**config.mk**
```make
export PLATFORM = sky130hd
export DESIGN_NAME = sa_feeder4x4
export DESIGN_NICKNAME = d
export VERILOG_FILES = /design/src/rtl/sa_pkg.sv /design/src/rtl/sa_skew_line.sv /design/src/rtl/sa_feeder4x4.sv
export SDC_FILE = /design/constraint.sdc
export NUM_CORES = 1
export LEC_CHECK = 0
export BUFFER_PORTS_ARGS = -buffer_cell sky130_fd_sc_hd__buf_2
export CORE_UTILIZATION = 40
export DETAILED_ROUTE_END_ITERATION = 12
export PLACE_DENSITY_LB_ADDON = 0.12
export SLEW_MARGIN = 20
export SYNTH_ARGS = -nofsm -noshare
export SYNTH_HDL_FRONTEND = slang
export SYNTH_HIERARCHICAL = 1
export SYNTH_SLANG_ARGS = --single-unit
```
**constraint.sdc**
```tcl
create_clock -name clk_i -period 4.5 [get_ports clk_i]
set_input_delay 0.45 -clock clk_i [delete_from_list [all_inputs] [get_ports clk_i]]
set_output_delay 0.45 -clock clk_i [all_outputs]
set_load 0.05 [all_outputs]
```
**src/rtl/sa_pkg.sv**
```systemverilog
// Shared constants and FSM encodings for the 4x4 systolic-array feeder.
// The state encoding is also exported on the top-level debug port.
package sa_pkg;
  localparam int DW           = 16;
  localparam int N            = 4;
  localparam int LAT_PS       = 12;
  localparam int DRAIN_CYCLES = 15;
  // The last column result appears LAT_PS + N - 1 cycles after acceptance.
  localparam int VLD_STAGES   = LAT_PS + N - 1;

  typedef logic [2:0] state_t;

  localparam state_t IDLE   = 3'd0;
  localparam state_t CLEAR  = 3'd1;
  localparam state_t LOAD_B = 3'd2;
  localparam state_t STREAM = 3'd3;
  localparam state_t DRAIN  = 3'd4;
endpackage

```
**src/rtl/sa_skew_line.sv**
```systemverilog
// One skew lane: a DEPTH-stage register chain with a synchronous clear and shift enable.
module sa_skew_line #(
  parameter int DEPTH = 1,
  parameter int DW    = 16
) (
  input  logic          clk_i,
  input  logic          rst_n_i,
  input  logic          en_i,
  input  logic          clr_i,
  input  logic [DW-1:0] d_i,
  output logic [DW-1:0] q_o
);
  logic [DW-1:0] sr_q [DEPTH];

  always_ff @(posedge clk_i or negedge rst_n_i) begin
    if (!rst_n_i) begin
      for (int i = 0; i < DEPTH; i++) sr_q[i] <= '0;
    end else if (clr_i) begin
      for (int i = 0; i < DEPTH; i++) sr_q[i] <= '0;
    end else if (en_i) begin
      sr_q[0] <= d_i;
      for (int i = 1; i < DEPTH; i++) sr_q[i] <= sr_q[i-1];
    end
  end

  assign q_o = sr_q[DEPTH-1];
endmodule

```
**src/rtl/sa_feeder4x4.sv**
```systemverilog
// Job sequencer and input skew stage for the 4x4 systolic array: clear, load B,
// stream skewed A vectors, drain, and tag bottom-row results with column valids.
module sa_feeder4x4
  import sa_pkg::*;
(
  input  logic            clk_i,
  input  logic            rst_n_i,
  input  logic            start_i,
  input  logic            b_valid_i,
  output logic            b_ready_o,
  input  logic [N*DW-1:0] b_data_i,
  input  logic            a_valid_i,
  output logic            a_ready_o,
  input  logic [N*DW-1:0] a_data_i,
  input  logic            a_last_i,
  output logic            data_clear_o,
  output logic            en_b_shift_bottom_o,
  output logic            en_shift_right_o,
  output logic            en_shift_bottom_o,
  output logic [N*DW-1:0] b_top_in_flat_o,
  output logic [N*DW-1:0] a_left_in_flat_o,
  output logic [N*DW-1:0] ps_top_in_flat_o,
  output logic [N-1:0]    out_col_valid_o,
  output logic            out_last_o,
  output logic            busy_o,
  output logic            done_o,
  output state_t          state_o
);
  // Handshakes: a beat transfers on a rising edge where valid and ready are both high;
  // ready depends only on state, and valid may rise or fall in any cycle.
  localparam logic [3:0] DRAIN_LAST = 4'(DRAIN_CYCLES - 1);

  state_t                state_q, state_d;
  logic [1:0]            bcnt_q, bcnt_d;
  logic [3:0]            dcnt_q, dcnt_d;
  logic [N*DW-1:0]       bhold_q;
  logic [VLD_STAGES-1:0] vld_q, last_q;
  logic [N*DW-1:0]       a_in;
  logic                  b_acc, a_acc, shift_en;

  assign b_ready_o           = (state_q == LOAD_B);
  assign a_ready_o           = (state_q == STREAM);
  assign data_clear_o        = (state_q == CLEAR);
  assign b_acc               = b_valid_i & b_ready_o;
  assign a_acc               = a_valid_i & a_ready_o;
  assign shift_en            = (state_q == STREAM) || (state_q == DRAIN);
  assign en_b_shift_bottom_o = b_acc;
  assign en_shift_right_o    = shift_en;
  assign en_shift_bottom_o   = shift_en || (state_q == LOAD_B);
  assign b_top_in_flat_o     = b_acc ? b_data_i : bhold_q;
  assign ps_top_in_flat_o    = '0;
  assign busy_o              = (state_q != IDLE);
  assign done_o              = (state_q == DRAIN) && (dcnt_q == DRAIN_LAST);
  assign out_col_valid_o     = vld_q[VLD_STAGES-1 -: N];
  assign out_last_o          = last_q[VLD_STAGES-1];
  assign state_o             = state_q;

  always_comb begin
    state_d = state_q;
    bcnt_d  = bcnt_q;
    dcnt_d  = dcnt_q;
    case (state_q)
      IDLE:   if (start_i) state_d = CLEAR;
      CLEAR: begin
        state_d = LOAD_B;
        bcnt_d  = '0;
        dcnt_d  = '0;
      end
      LOAD_B: if (b_acc) begin
        bcnt_d = bcnt_q + 2'd1;
        if (bcnt_q == 2'd3) state_d = STREAM;
      end
      STREAM: if (a_acc && a_last_i) state_d = DRAIN;
      DRAIN: begin
        dcnt_d = dcnt_q + 4'd1;
        if (dcnt_q == DRAIN_LAST) begin
          state_d = IDLE;
          dcnt_d  = '0;
        end
      end
      default: state_d = IDLE;
    endcase
  end

  always_ff @(posedge clk_i or negedge rst_n_i) begin
    if (!rst_n_i) begin
      state_q <= IDLE;
      bcnt_q  <= '0;
      dcnt_q  <= '0;
      bhold_q <= '0;
      vld_q   <= '0;
      last_q  <= '0;
    end else begin
      state_q <= state_d;
      bcnt_q  <= bcnt_d;
      dcnt_q  <= dcnt_d;
      if (b_acc) bhold_q <= b_data_i;
      if (data_clear_o) begin
        vld_q  <= '0;
        last_q <= '0;
      end else if (shift_en) begin
        vld_q  <= {vld_q[VLD_STAGES-2:0], a_acc};
        last_q <= {last_q[VLD_STAGES-2:0], a_acc & a_last_i};
      end
    end
  end

  // Cycles without an accepted beat push a zero vector so the free-running PEs see bubbles.
  assign a_in = a_acc ? a_data_i : '0;

  for (genvar r = 0; r < N; r++) begin : g_lane
    sa_skew_line #(
      .DEPTH (r + 1),
      .DW    (DW)
    ) u_skew (
      .clk_i   (clk_i),
      .rst_n_i (rst_n_i),
      .en_i    (shift_en),
      .clr_i   (data_clear_o),
      .d_i     (a_in[r*DW +: DW]),
      .q_o     (a_left_in_flat_o[r*DW +: DW])
    );
  end
endmodule

```
Word-level counts from Yosys, hierarchy flattened:

Cells that the tools add are included.

* register bits: 263
* latch bits: 0
* RAM bits: 0
* bits in read-only memories: 0
* logic and storage cells: 67
* memories: 0

* add/subtract/negate cells: 2
* $mul: 0
* divide/modulo/power cells: 0
* order comparisons: 0
* equality and inequality tests: 11
* shift operators: 0
* mux-type cells: 24
* bitwise logic cells: 3
* reductions and logical operators: 11

Operators with widths (number)
* $mux 64: 4
* $mux 48: 2
* $mux 32: 2
* $mux 15: 4
* $mux 16: 2
* $mux 3: 5
* $pmux 3 s5: 1
* $ne 2x1->1 const B: 4
* $pmux 4 s2: 1
* $eq 3x2->1 const B: 2
* $reduce_bool 2->1: 3
* $reduce_and 5->1: 1
* $add 4x1->4 const B: 1
* $eq 4x4->1 const B: 1
* $mux 4: 1
* $pmux 2 s2: 1
* $and 1x1->1: 3
* $eq 3x1->1 const B: 1
* $eq 3x3->1 const B: 1
* $logic_not 3->1: 1
* $reduce_bool 3->1: 1
* $add 2x1->2 const B: 1
* $eq 2x2->1 const B: 1
* $logic_and 1x1->1: 2
* 4 further kinds: 5

Depth between registers and ports, before layout:

Gate-level depths: netlist (run 1).

* depth in word-level cells: 5
* mapped depth: 11
* mapped depth without buffers: 5

Cells and area by module:

Netlist (run 1), hierarchy kept.

Modules (own cells, without submodules)
* sa_feeder4x4: times used 1, cells an instance 425, area an instance 5225.0 µm²
* sa_skew_line at g_lane[3].u_skew: times used 1, cells an instance 222, area an instance 2731.4 µm²
* sa_skew_line at g_lane[2].u_skew: times used 1, cells an instance 171, area an instance 2089.5 µm²
* sa_skew_line at g_lane[1].u_skew: times used 1, cells an instance 119, area an instance 1443.9 µm²
* sa_skew_line at g_lane[0].u_skew: times used 1, cells an instance 52, area an instance 660.6 µm²

Worst setup path after synthesis (run 1):

OpenSTA, ideal clock, no wires.

* kind: reg-to-reg
* from: register state_q[2] (netlist: state_o[2])
* to: register g_lane[3].u_skew.sr_q (netlist bit g_lane[3].u_skew/q_o[0])
* library setup time: 0.132 ns
* data arrival time: 2.794 ns
* path slack: 1.574 ns
* stages on the path, launching flop included: 8
* path buffers: 4
* path through: dfrtp_1 buf_4 nand2b_1 clkbuf_1 nor2_1 clkbuf_2 buf_1 nor2_1

RTL lines
* start: declaration: RTL line sa_feeder4x4.sv:33 `state_t state_q, state_d;`
* start signal: assignment: RTL line sa_feeder4x4.sv:94 `state_q <= state_d;`
* $eq 3x1->1 (*): RTL line sa_feeder4x4.sv:43 `assign data_clear_o = (state_q == CLEAR);`
* via data_clear_o: RTL line sa_feeder4x4.sv:16 `output logic data_clear_o,`
* $mux 64 or $reduce_bool 2->1 (tied branches)
* end: declaration: RTL line sa_skew_line.sv:13 `logic [DW-1:0] sr_q [DEPTH];`

Mark *: on every way through the listed nets, which the timed path passes. The rest lies on a longest branch.
A chain may end at the register's enable or synchronous reset.

Worst setup path in the final report (run 1):

* from: register state_q[1] (netlist: state_o[1])
* to: output port en_shift_bottom_o

* word-level cells in the longest chain between the ends: 3

RTL lines
* $eq 3x2->1 or $eq 3x3->1 (tied branches): RTL line sa_feeder4x4.sv:46 `assign shift_en = (state_q == STREAM) || (state_q == DRAIN);`
* $logic_or 1x1->1: RTL line sa_feeder4x4.sv:46
* $logic_or 1x1->1 (*): RTL line sa_feeder4x4.sv:49 `assign en_shift_bottom_o = shift_en || (state_q == LOAD_B);`
* end: declaration: RTL line sa_feeder4x4.sv:19 `output logic en_shift_bottom_o,`

Every way passes the cells marked *; elsewhere a longest branch is shown, timed or not.

==> results of run 1 <==
-- per-stage QoR --
stage	setup WS (ns)	instances	instance area, µm²	hold slack [ns]	total power, mW
global route	0.551	1602	14000	0.0327	11.1
finish	0.802	1602	14000	-0.0548	10.6
detailed placement	1.37	1546	13000	0.476	8.07
CTS	0.765	1602	14000	0.00480	10.7
global placement	1.40	1546	13000	0.477	8.04
floorplan	1.57	1052	12400	0.154	7.50
-- path summary, 6_finish.rpt --
path                         startpoint                        end  cells after the start
max                          state_o[1]          en_shift_bottom_o                      4
min                             rst_n_i   g_lane[3].u_skew/q_o[10]                      1
max reg2reg                  state_o[2]  g_lane[1].u_skew/sr_q[26]                      5
min reg2reg                    vld_q[4]                   vld_q[5]                      1
max in group asynchronous       rst_n_i  g_lane[3].u_skew/sr_q[32]                      2
min in group clk_i         b_data_i[56]                bhold_q[56]                      2
-- registers in the layout (all words and copies together), names as in the netlist --
register and cells:
g_lane.u_skew/sr_q 96, bcnt_q 2, vld_q 15, state_o 3
bhold_q 64, last_q 15, dcnt_q 4, g_lane.u_skew/q_o 64
-- final cells by class --
| class | instances | area (µm²) |
|---|---|---|
| fill | 2821 | 15800 |
| sequential | 263 | 6580 |
| clock inverter | 15 | 184 |
| clock buffer | 41 | 893 |
| tap | 390 | 488 |
| timing repair buffer | 292 | 1530 |
| multi-input combinational | 597 | 4330 |
| inverter | 4 | 15.0 |
-- per-layer routing --
metal	global-route usage [%]	wire length (µm)	vias to the layer above
met5	0	0	-
met4	3.88	486	0
met3	4.69	1910	29
met2	25.9	11800	238
met1	22.4	11500	3733
li1	-	-	3598
-- logic make-up after synthesis --
group,after synthesis,share of synthesized area [%]
AO/OA/AOI/OAI,50,3.67
buffers and inverters,192,12.2
flip-flops,263,54.2
other,1,0.0309
multiplexers,228,19.9
adder cells (fa/ha/maj),3,0.309
AND/OR/NAND/NOR,252,9.68
-- synth_stat cells (all sizes together) --
cell | count | share of area (%)
and2 | 2 | 0.10
nor2b | 1 | 0.052
conb | 1 | 0.031
a22o | 1 | 0.072
a21oi | 5 | 0.21
nor2 | 164 | 5.1
and3b | 1 | 0.072
nand3 | 2 | 0.082
o31ai | 1 | 0.062
and4bb | 1 | 0.10
or2 | 2 | 0.10
mux2i | 164 | 14
clkbuf | 26 | 0.81
o22ai | 1 | 0.052
a31oi | 1 | 0.052
a311oi | 1 | 0.072
o311ai | 1 | 0.072
nand2b | 5 | 0.32
a32o | 27 | 2.4
mux2 | 64 | 6.4
dfrtp | 263 | 54
inv | 4 | 0.12
buf | 162 | 11
a221oi | 2 | 0.14
and3 | 66 | 3.4
nor3 | 1 | 0.041
o21ai | 6 | 0.25
a22oi | 2 | 0.12
or3 | 2 | 0.10
ha | 3 | 0.31
nor4b | 1 | 0.072
nand2 | 3 | 0.093
o221ai | 2 | 0.14
or3b | 1 | 0.072
-- power by group through the flow --
stage	registers [mW]	clock network [mW]	logic (mW)
finish	3.31	2.60	4.67
global route	3.40	2.78	4.96
CTS	3.32	2.69	4.73
detailed placement	3.35	0	4.72
global placement	3.34	0	4.70
floorplan	3.39	0	4.11
==> key figures, run 1 <==
Layout
  • Share of layout cells above drive strength 1: 35.9%
  • Final net count: 1325
  • P&R area growth vs syn: 15.5%
  • Leading cell types in the layout, fill and taps excluded: buf_2, dfrtp_1, mux2i_1, nor2_1, and3_1
  • Most common cell after layout, fill and taps aside: buf_2
  • Final core utilization: 47.1%
  • Ant. Diodes: 0

CTS
  • Clk root buf: clkbuf_16
  • Clk Latency, worst-skew pair: 0.54 ns
  • Hold_buf cts: 0
  • Clock sink total: 263
  • CTS clk-pin slew, worst paths: 0.06 ns
  • CTS tree: done
  • Deepest clock path buffer count: 3
  • H-tree depth: 1
  • Cts repair resizes: 0
  • Post-CTS Setup Inserts: 0
  • Num CTS Buffers: 30

Route
  • Routed length per instance: 16.1 µm
  • Routed Antenna Nets: 0
  • Routed WL: 25.7 mm
  • Initial drt markers: between 400 and 500
  • Via count of the routed design: 7598
  • Vias per cell: 4.74
  • DRC errors left: 0
  • First-pass DRT Iterations: 4

Floorplan
  • DIE WIDTH: 176 µm
  • Cell row count: 63
  • Starting utilization of the core area: 40.8%
  • Die height: approximately 180 µm
  • # IOs: 342
  • Core ar.: 29800 µm²
  • Die area: slightly above 30000 µm²

Setup path
  • Crit-path max FO: 31
  • Family with the most delay on the worst path: simple AND/OR/NAND/NOR gates
  • CP Capture Type: output port
  • Kind of critical path: flip-flop to output port
  • Worst EP required: 4.05 ns
  • Crit-path cells: or3b_1 -> nand2b_4 -> or2_2 -> buf_2
  • Crit path max-delay cell type: or3b_1
  • FF-to-FF setup slack: 1.36 ns
  • Slowest stage delay, CP: 0.85 ns
  • Critical Path Source Type: flip-flop
  • Arr. time, crit path: 3.25 ns
  • CP bufs+invs: 1

Timing
  • Pins Over Slew Limit: 0
  • Final count of hold timing violations: 21
  • Max Clk Rate: 270 MHz
  • Setup violations, final: 0
  • Clock Skew: 0.00729 ns
  • Fin Setup TNS: 0 ns
  • Worst Tran Pin Value: 0.986 ns
  • Final period utilization: 82.2%
  • Hold slack: -0.0548 ns
  • RSZ-0062 raised after global routing: false
  • Max transition margin: 34.2%
  • Fin crit period: 3.70 ns

Min path
  • Min-delay worst type: input pin to async pin

Yosys
  • Post-Syn Instances: 989
  • Seq/Total Area, Yosys: 54.2%
  • Synth unique cells: 43
  • Warnings, synthesis: 6
  • Mean post-synth cell area: between 10 and 15 µm²
  • Synth Register Bits: 263
  • Synthesized area: 12200 µm²

Power and ir drop
  • Comb power frac: 44.1%
  • Pwr Density: 755 nW/µm²
  • Sw Share: 43.5%
  • Net Switching: 4.61 mW
  • Clock Power Share: about 25%
  • Peak supply drop: 580 µV
  • Register share of total power: 31.3%
  • Pleak: about 7.5 nW
  • Internal: 5.98 mW

Job
  • MaxCap Viol Count: 0

GRT
  • Vias in the first global route: 7603
  • Total grt overflow: 0
  • Initial antenna violation count: 0
  • First-pass GRT wire length: 41.3 mm
  • Total GRT Usage: 16.5%
  • Largest net degree at the start of global routing: 116

Place
  • HPWL after DPL: ~16 mm
  • Number of I/O port buffers: 277
  • Final Wtd Congestion: slightly above 0.7

Run status
  • Status: complete, but fails checks
  • Violated checks: negative hold slack
(Power assumes the default switching activity.)
==> inputs of run 2 (changes only) <==
--- a/config.mk
+++ b/config.mk
@@ -5,6 +5,7 @@
 export SDC_FILE = /design/constraint.sdc
 export NUM_CORES = 1
 export LEC_CHECK = 0
+export ABC_AREA = 1
 export BUFFER_PORTS_ARGS = -buffer_cell sky130_fd_sc_hd__buf_2
 export CORE_UTILIZATION = 40
 export DETAILED_ROUTE_END_ITERATION = 12
==> constraint.sdc (replaced) <==
create_clock -name clk_i -period 3.3 [get_ports clk_i]
set_input_delay 0.33 -clock clk_i [delete_from_list [all_inputs] [get_ports clk_i]]
set_output_delay 0.33 -clock clk_i [all_outputs]
set_load 0.05 [all_outputs]
==> run 2 against run 1 <==
  * The run now ends clean
  * Critical path depth increased by 5
  * Flip-flop and latch count stayed put
  * Via count increased by 22%
  * Clock-buffer cell count up 3
  * Combinational power up 37%
  * Critical path type unchanged
  * Largest power group unchanged
==> key figures, run 2 <==
GRT
  • Total GRT Usage: 17.5% (was 16.5%)
  • Vias in the first global route: 8686 (was 7603)
  • Initial antenna violation count: 1 (was 0)
  • Total grt overflow: 0 (unchanged)
  • Largest net degree at the start of global routing: 79 (was 116)
  • First-pass GRT wire length: 44.3 mm (was 41.3 mm)

CTS
  • H-tree depth: 1 (unchanged)
  • Clk root buf: clkbuf_16 (unchanged)
  • Num CTS Buffers: 29 (was 30)
  • Clock sink total: 263 (unchanged)
  • CTS clk-pin slew, worst paths: 0.06 ns (about the same)
  • Post-CTS Setup Inserts: 0 (unchanged)
  • CTS tree: done (unchanged)
  • Clk Latency, worst-skew pair: 0.55 ns (was 0.54 ns)
  • Cts repair resizes: 0 (unchanged)
  • Deepest clock path buffer count: 3 (unchanged)

Layout
  • Leading cell types in the layout, fill and taps excluded: nand2_1, buf_2, dfrtp_1, nand3_1, inv_1 (was buf_2, dfrtp_1, mux2i_1, nor2_1, and3_1)
  • Register area: 6580 µm² (unchanged)
  • Final net count: 1793 (was 1325)
  • Multi-input gate area: 3900 µm² (was 4330 µm²)
  • Max FFs per register: 96 (unchanged)
  • Final core utilization: 49.3% (was 47.1%)
  • Fill count: 2880 (was 2821)
  • P&R area growth vs syn: 20.1% (was 15.5%)
  • Most common cell after layout, fill and taps aside: nand2_1 (was buf_2)
  • Share of layout cells above drive strength 1: 21.9% (was 35.9%)
  • Largest register by flop count: g_lane.u_skew/sr_q (unchanged)

Setup path
  • FF-to-FF setup slack: 1.02 ns (was 1.36 ns)
  • Critical Path Source Type: flip-flop (unchanged)
  • Crit-path max FO: 24 (was 31)
  • Arr. time, crit path: 2.51 ns (was 3.25 ns)
  • CP bufs+invs: 4 (was 1)
  • Crit path max-delay cell type: dfrtp_1 (was or3b_1)
  • Kind of critical path: flip-flop to output port (unchanged)
  • Crit-path cells: nor2_4 -> nand2_2 -> inv_2 -> nand2_4 -> inv_2 -> buf_4 -> nand2_1 -> nand2_1 -> buf_2 (was or3b_1 -> nand2b_4 -> or2_2 -> buf_2)
  • CP Capture Type: output port (unchanged)
  • Slowest stage delay, CP: 0.47 ns (was 0.85 ns)
  • Family with the most delay on the worst path: buffers and inverters (was simple AND/OR/NAND/NOR gates)
  • Worst EP required: 2.97 ns (was 4.05 ns)

Yosys
  • Count leader, synth: nand2_1 (was dfrtp_1)
  • Seq/Total Area, Yosys: 55.4% (was 54.2%)
  • Ranking of synthesized cells by area: dfrtp_1, nand2_1, buf_4 (was dfrtp_1, mux2i_1, buf_4)
  • Mean post-synth cell area: 8.43 µm² (was 12.3 µm²)
  • Warnings, synthesis: 6 (unchanged)
  • Yosys top cell by area: dfrtp_1 (unchanged)
  • Post-synth top area share: 55.4% (was 54.2%)
  • Synthesized area: 11900 µm² (was 12200 µm²)
  • Post-Syn Instances: 1410 (was 989)
  • Post-synth ARST share: 100% (unchanged)
  • Number of flops mapped to enable cells by yosys: 0 (unchanged)
  • Commonest cells post-synth: nand2_1, dfrtp_1, nand3_1 (was dfrtp_1, mux2i_1, nor2_1)
  • Synth Register Bits: 263 (unchanged)
  • Synth unique cells: 23 (was 43)
  • Synth Flop Type: dfrtp_1 (unchanged)

Timing
  • RSZ-0062 raised after global routing: false (unchanged)
  • Worst Tran Pin Value: 0.800 ns (was 0.986 ns)
  • Pins Over Slew Limit: 0 (unchanged)
  • Max Clk Rate: about 350 MHz
  • Final setup margin: 0.465 ns (was 0.802 ns)
  • Final period utilization: 85.9%
  • Fin crit period: 2.84 ns
  • Clock Skew: 0.0152 ns (was 0.00729 ns)
  • Fin Setup TNS: 0 ns (unchanged)
  • Setup violations, final: 0 (unchanged)
  • Max transition margin: 46.6% (was 34.2%)
  • Final count of hold timing violations: 0 (was 21)

Place
  • Final Wtd Congestion: 0.762 (was 0.710)
  • Pre-CTS setup slack: 0.967 ns (was 1.37 ns)
  • HPWL after DPL: 16.9 mm (was 16.1 mm)
  • Number of I/O port buffers: 277 (unchanged)

Route
  • Routed WL: 26.9 mm (was 25.7 mm)
  • Initial drt markers: 626 (was 451)
  • Routed Antenna Nets: 0 (unchanged)
  • Vias per cell: 4.51 (was 4.74)
  • DRC errors left: 0 (unchanged)
  • First-pass DRT Iterations: 5 (was 4)
  • Routed length per instance: 13.1 µm (was 16.1 µm)
  • Via count of the routed design: 9295 (was 7598)

Floorplan
  • DIE WIDTH: 174 µm (was 176 µm)
  • Starting utilization of the core area: 41.1% (was 40.8%)
  • Die area: 30400 µm² (was 31100 µm²)
  • Cell row count: 62 (was 63)
  • Die height: 174 µm (was 176 µm)
  • # IOs: 342 (unchanged)
  • Core ar.: 28900 µm² (was 29800 µm²)

Power and ir drop
  • Pwr Density: 983 nW/µm² (was 755 nW/µm²)
  • Pwr Total: 14.0 mW (was 10.6 mW)
  • Peak supply drop: 819 µV (was 580 µV)
  • Pleak: 8.55 nW (was 7.51 nW)

Min path
  • Min-delay worst type: input pin to flip-flop (was input pin to async pin)

Run status
  • Status: finished clean (was complete, but fails checks)

Job
  • MaxCap Viol Count: 0 (unchanged)
==> run 2: changes by cell type after synthesis, moves of 13 or more <==
cell	before	now
nor2_1	164	69
and3_1	66	0
mux2_4	16	0
a32o_2	19	0
nand3_1	2	169
inv_1	4	79
buf_2	9	34
mux2_2	48	0
mux2i_1	164	0
nand2_1	3	590
buf_4	120	133
nand2_2	0	15
clkbuf_1	25	8
==> run 2: routing by layer <==
layer  up-vias  part of all wire [%]  track usage (%)
met5         -                     0                0
met4         0                   1.9             3.87
li1       4660                     -                -
met1      4309                    45             24.5
met2       292                    45             27.1
met3        34                   7.7             4.72
==> run 2: layout make-up <==
type                    instances  area share, %
flip-flops and latches        263           46.1
multi-input cells             936           27.3
repair buffers                341           14.3
clock buffers                  44           5.97
well taps                     384           3.37
inverters                      85           2.24
clock inverters                 8          0.693
diodes                          1         0.0175
==> run 2: worst paths after layout <==
path                         startpoint                        to  cells after the start
max                          state_o[2]       b_top_in_flat_o[50]                      9
min                        b_data_i[62]               bhold_q[62]                      3
max reg2reg                  state_o[2]   g_lane[2].u_skew/q_o[2]                      6
min reg2reg                   last_q[5]                 last_q[6]                      2
max in group asynchronous       rst_n_i               bhold_q[56]                      3
min in group asynchronous       rst_n_i  g_lane[1].u_skew/q_o[12]                      2
==> run 2: power breakdown <==
group	internal, mW	leakage (nW)	switching (mW)
combinational	1.25	4.53	5.15
clock	1.92	0.462	1.27
sequential	4.06	3.56	0.369
==> run 2: through the flow <==
stage	hold WS, ns	area [µm²]	cells
floorplan	0.0344	12100	1473
global placement	0.329	12900	1963
detailed placement	0.330	12900	1963
CTS	0.000110	14300	2061
global route	0.00818	14300	2061
finish	0.0218	14300	2062
==> run 2: timing repair <==
| item | in CTS | in global routing |
|---|---|---|
| endpoints found under the hold margin | 108 | 0 |
| hold buffers | 46 | 0 |
| endpoints found under the setup margin | 0 | 0 |
==> run 2: tightest hold or removal path, delay by kind of cell <==
| family | cells | cell delay, ns |
|---|---|---|
| buf+inv | 1 | 0.08 |
| simple gates | 2 | 0.11 |
==> run 2: cells by family (layout without fill, tap and decap cells) <==
logic type                 Yosys count  after routing  share of synthesized area, %
AOI/OAI and AO/OA                   16             16                         0.695
xor gates and xnor gates             1              1                        0.0737
adders and majority gates            3              3                         0.316
buffers and inverters              274            478                          14.0
DFF                                263            263                          55.4
other                                1             65                        0.0315
and+or+nand+nor                    852            852                          29.5
